===== config.mk =====
export PLATFORM = sky130hd
export DESIGN_NAME = grf_wb_stage
export DESIGN_NICKNAME = d
export VERILOG_FILES = /design/src/rtl/mips_pkg.sv /design/src/rtl/grf_array.sv /design/src/rtl/grf_wb_stage.sv
export SDC_FILE = /design/constraint.sdc
export NUM_CORES = 2
export LEC_CHECK = 0
export ABC_AREA = 1
export BUFFER_PORTS_ARGS = -buffer_cell sky130_fd_sc_hd__buf_2
export CORE_MARGIN = 2
export CORE_UTILIZATION = 50
export DETAILED_ROUTE_END_ITERATION = 10
export PLACE_DENSITY = 0.67
export SLEW_MARGIN = 20
export SYNTH_ARGS = -nofsm -noshare
export SYNTH_HDL_FRONTEND = slang
export SYNTH_SLANG_ARGS = --single-unit

===== constraint.sdc =====
create_clock -name clk -period 6.75 [get_ports clk]
set_input_delay 1.35 -clock clk [delete_from_list [all_inputs] [get_ports clk]]
set_output_delay 1.35 -clock clk [all_outputs]
set_load 0.02 [all_outputs]

===== src/rtl/mips_pkg.sv =====
// Shared MIPS pipeline constants: register file geometry, write-back selects, bubble encoding.
package mips_pkg;

    localparam int unsigned NREG = 32;
    localparam int unsigned AW   = 5;
    localparam int unsigned DW   = 32;
    localparam int unsigned IW   = 32;

    localparam logic [DW-1:0] LINK_OFS = 32'd8;

    typedef enum logic [1:0] {
        WSEL_ALU  = 2'b00,
        WSEL_DM   = 2'b01,
        WSEL_LINK = 2'b10,
        WSEL_NONE = 2'b11
    } wsel_e;

    localparam logic [AW-1:0] REG_ZERO = 5'd0;
    localparam logic [IW-1:0] NOP      = 32'h0;

endpackage


===== src/rtl/grf_array.sv =====
// NREG x DW register storage: async active-low clear, one write port, two raw read ports (no bypass).
module grf_array
    import mips_pkg::*;
(
    input  logic          clk,
    input  logic          clr,
    input  logic          we,
    input  logic [AW-1:0] waddr,
    input  logic [DW-1:0] wdata,
    input  logic [AW-1:0] raddr_a,
    input  logic [AW-1:0] raddr_b,
    output logic [DW-1:0] rdata_a,
    output logic [DW-1:0] rdata_b
);

    logic [DW-1:0] regs [NREG];

    // Entry 0 is never written, so it stays at its cleared value of zero.
    always_ff @(posedge clk or negedge clr) begin
        if (!clr) begin
            for (int i = 0; i < int'(NREG); i++) begin
                regs[i] <= '0;
            end
        end else if (we && (waddr != REG_ZERO)) begin
            regs[waddr] <= wdata;
        end
    end

    assign rdata_a = regs[raddr_a];
    assign rdata_b = regs[raddr_b];

endmodule


===== src/rtl/grf_wb_stage.sv =====
// WB stage: write-back mux, GRF with same-cycle WB->ID bypass, forwarding source, retire counter.
// Optional WB_TRACE_EN adds a simulation-only write trace.
module grf_wb_stage
    import mips_pkg::*;
(
    input  logic          clk,
    input  logic          clr,
    input  logic [IW-1:0] ins_WB,
    input  logic [DW-1:0] pc_WB,
    input  logic [DW-1:0] alu_WB,
    input  logic [DW-1:0] dm_WB,
    input  logic [AW-1:0] rd_WB,
    input  logic [1:0]    wsel_WB,
    input  logic [1:0]    Tnew_WB,
    input  logic [AW-1:0] rs_addr,
    input  logic [AW-1:0] rt_addr,
    output logic [DW-1:0] rs_data,
    output logic [DW-1:0] rt_data,
    output logic          fwd_valid,
    output logic [AW-1:0] fwd_rd,
    output logic [DW-1:0] fwd_data,
    output logic [31:0]   retire_cnt
);

    logic [DW-1:0] wd;
    logic          wen;
    logic [DW-1:0] raw_a;
    logic [DW-1:0] raw_b;

    always_comb begin
        wd = '0;
        case (wsel_WB)
            WSEL_ALU:  wd = alu_WB;
            WSEL_DM:   wd = dm_WB;
            WSEL_LINK: wd = pc_WB + LINK_OFS;
            default:   wd = '0;
        endcase
    end

    assign wen = clr && (wsel_WB != WSEL_NONE) && (rd_WB != REG_ZERO) && (ins_WB != NOP);

    grf_array u_grf (
        .clk     (clk),
        .clr     (clr),
        .we      (wen),
        .waddr   (rd_WB),
        .wdata   (wd),
        .raddr_a (rs_addr),
        .raddr_b (rt_addr),
        .rdata_a (raw_a),
        .rdata_b (raw_b)
    );

    // Bypass lets ID see the value being written in this very cycle.
    always_comb begin
        rs_data = raw_a;
        rt_data = raw_b;
        if (rs_addr == REG_ZERO) begin
            rs_data = '0;
        end else if (wen && (rs_addr == rd_WB)) begin
            rs_data = wd;
        end
        if (rt_addr == REG_ZERO) begin
            rt_data = '0;
        end else if (wen && (rt_addr == rd_WB)) begin
            rt_data = wd;
        end
    end

    // A nonzero Tnew in WB still writes but is never offered for forwarding.
    assign fwd_valid = wen && (Tnew_WB == 2'd0);
    assign fwd_rd    = fwd_valid ? rd_WB : '0;
    assign fwd_data  = fwd_valid ? wd : '0;

    always_ff @(posedge clk or negedge clr) begin
        if (!clr) begin
            retire_cnt <= '0;
        end else if (ins_WB != NOP) begin
            retire_cnt <= retire_cnt + 32'd1;
        end
    end

`ifdef WB_TRACE_EN
    always_ff @(posedge clk) begin
        if (wen) begin
            $display("@%h: $%d <= %h", pc_WB, rd_WB, wd);
        end
    end
`endif

endmodule

==> summary.txt <==
Detailed routing
  • DRT Pass-1 Iters: 8
  • Drt total wl: 248000 um
  • 1st-iter DRT viols: 9618
  • DR DRC count: 0
  • Via-per-instance ratio: between 6 and 7
  • Via count: 63903
  • Routed len/inst: 23.9 um
  • Post-DRT Antenna Nets: 0

Yosys
  • Syn Inst Count: 8888
  • Commonest cells in the netlist: 3090 x nand2_1, 1534 x nand3_1, 1056 x dfrtp_1
  • Seq/Total Area, Yosys: 0.433
  • Most numerous cell in the Yosys netlist: nand2_1
  • Synthesized area: between 0.06 and 0.07 mm2
  • Synth cell types: between 40 and 50
  • Top_reg_cell synth: dfrtp_1
  • Area contributors post-synth: dfrtp_1 43%, nand2_1 19%, nand3_1 13%
  • Synth area leader: dfrtp_1
  • Synth Area per Inst: 6.86 um2
  • Yosys top cell area share: 0.433
  • Syn_nets: 9039
  • FFs w/ async S/R, synth: 1.00
  • Post-synthesis register bit count: 1056
  • Post-synth EDFFs: 0
  • Yosys warns: 0

Clock tree
  • Resized Gates After CTS: 0
  • Sink Count: 1056
  • H-tree Lvls: 3
  • CTS root buf: clkbuf_16
  • Clock-pin slew on the worst setup and hold paths: 60 ps
  • CTS tree: done
  • Post-CTS setup buffers: 0
  • CTS max path bufs: 3
  • TritonCTS Buffers: 118
  • Worst skew pair latency: 740 ps
  • Hold Buf Count CTS: 0

Worst setup path
  • CP Class: input pin to output port
  • R2r endpoint: retire_cnt[26]$_DFFE_PN0N_
  • RR Startpoint: retire_cnt[1]$_DFFE_PN0N_
  • Setup crit end: rs_data[30]
  • Crit start category: input pin
  • Worst Path Arrival: about 4300 ps
  • R2R depth: 9
  • Crit Path Max Fanout: 31
  • CP Launch Point: wsel_WB[0]
  • Critical Path RT: 5400 ps
  • Worst R2R Setup Slack: about 4900 ps
  • CP endpoint kind: output port

STA
  • Final hold violation count: 0
  • RSZ-0062 raised after global routing: false
  • Hold_ws: ~380 ps
  • Final Max Tran Viols: 0
  • Worst setup margin: 1070 ps
  • Highest clock rate: 176 MHz
  • Fin crit share: 0.842
  • Clock Skews: 9.89 ps
  • Period minus WS final: 5680 ps
  • Slew @ Worst Pin: 1190 ps
  • Max-slew headroom: 0.205
  • Final Setup Violations: 0
  • Post-route setup TNS: 0 ps

Floorplanning
  • Full die area: around 0.12 mm2
  • Die Ht: 353 um
  • Chip width: about 350 um
  • Cell Rows: 128
  • Effective utilization at floorplan: 0.502
  • I/O pins: about 280
  • Core area: about 0.12 mm2

Layout
  • Area growth, synth to finish: 9.34%
  • Share of layout cells above drive strength 1: 0.0833
  • Final cell count without fillers: 10374
  • Fin nets: 8805

Placement
  • Gpl congestion: approximately 0.95
  • DP Worst Slack: 1210 ps
  • Dpl hpwl: 141000 um
  • Dpl cells: 10159
  • Port-buffer cells: 282

Global routing
  • Total track usage: 0.389
  • Remaining Overflow, GRT: 0
  • Number of global-route vias before repair: ~59000
  • Largest net degree at the start of global routing: 204
  • First-pass GRT wire length: 374000 um
  • Initial antenna violation count: 14

Pwr
  • IR Drop Worst-Case VDD: approximately 0.00024 V
  • Static leakage: 31.0 nW
  • Pwr dens: 269 mW/mm2
  • Total power: 18.0 mW

Worst hold path
  • Hold Crit Class: flop to flop

Run status
  • Status: complete, no violations

Flow run
  • Max-cap check violation count: 0
-- registers in the layout (all words and copies together) (netlist names) --
name        flops
u_grf.regs   1024
retire_cnt     32
-- metal layers --
metal	up-vias	track usage	routed length [um]
li1	28594	-	-
met1	30007	0.523	95600
met2	4337	0.568	104000
met3	945	0.101	31900
met4	20	0.223	16600
met5	-	0	127
-- where the power goes --
part / leakage [nW] / switching [mW] / internal (mW)
Sequential: 13.8 / 0.634 / 7.26
Clock: 1.90 / 2.79 / 3.79
Combinational: 15.3 / 2.37 / 1.11
-- logic make-up after synthesis --
kind of cell	Yosys count	synth area share
adders and majority gates	2	0.000410
buffers and inverters	1164	0.0766
DFF	1056	0.433
AOI/OAI and AO/OA	1557	0.134
xor gates and xnor gates	41	0.00589
and+or+nand+nor	5068	0.350
-- per-stage QoR --
stage               cell area, um2   util
detailed placement           62800  0.517
CTS                          66700  0.549
global route                 66700  0.549
floorplan                    61000      -
global placement             62800  0.517
finish                       66700  0.549
-- cells in the final DEF (no fill, tap or decap), types with 15 or more instances in the layout --
master     netlist  routed
buf_2          143     273
inv_2           20      20
nand3_1       1534    1534
dfrtp_1       1056    1056
xor2_1          26      26
inv_1          354     343
clkbuf_8         0      24
o21ai_2         23      23
clkbuf_1       567      30
nor2_1         353     347
o211ai_1        58      58
clkinv_2         0      26
a22o_1          23      23
nand2_1       3090    3081
nor3_1          20      20
a31oi_1         29      29
clkbuf_16        0     121
xnor2_1         15      15
buf_4            3     132
o21ai_0       1050    1050
buf_12           0      23
o21ai_1        149     149
a21oi_1        218     216
-- how the worst min path moves through the flow --
stage | startpoint | to | slack (ps) | depth (start not counted)
floorplan | u_grf.regs[1022]$_DFFE_PN0P_ | u_grf.regs[1022]$_DFFE_PN0P_ | 430 | 1
global placement | u_grf.regs[1022]$_DFFE_PN0P_ | u_grf.regs[1022]$_DFFE_PN0P_ | 370 | 0
detailed placement | u_grf.regs[1022]$_DFFE_PN0P_ | u_grf.regs[1022]$_DFFE_PN0P_ | 370 | 0
CTS | u_grf.regs[1022]$_DFFE_PN0P_ | u_grf.regs[1022]$_DFFE_PN0P_ | 380 | 0
global route | u_grf.regs[1022]$_DFFE_PN0P_ | u_grf.regs[1022]$_DFFE_PN0P_ | 400 | 0
finish | u_grf.regs[1022]$_DFFE_PN0P_ | u_grf.regs[1022]$_DFFE_PN0P_ | 380 | 0
-- area by class of cell --
class,instances,area [um2]
repair buffers,435,2920
well taps,1625,2030
clock inverters,34,373
inverters,375,1460
flip-flops and latches,1056,26400
multi-input cells,6668,30000
fillers,12005,54700
clock buffers,175,3470
diodes,6,15.0
-- worst max-delay path: stages --
cell	delay [ps]
buf_2	110
inv_1	60
nand2_1	200
inv_1	700
nand3_1	270
nand2_1	110
buf_4	420
nand2_1	390
a21oi_1	460
buf_2	240
(Power assumes the default switching activity.)
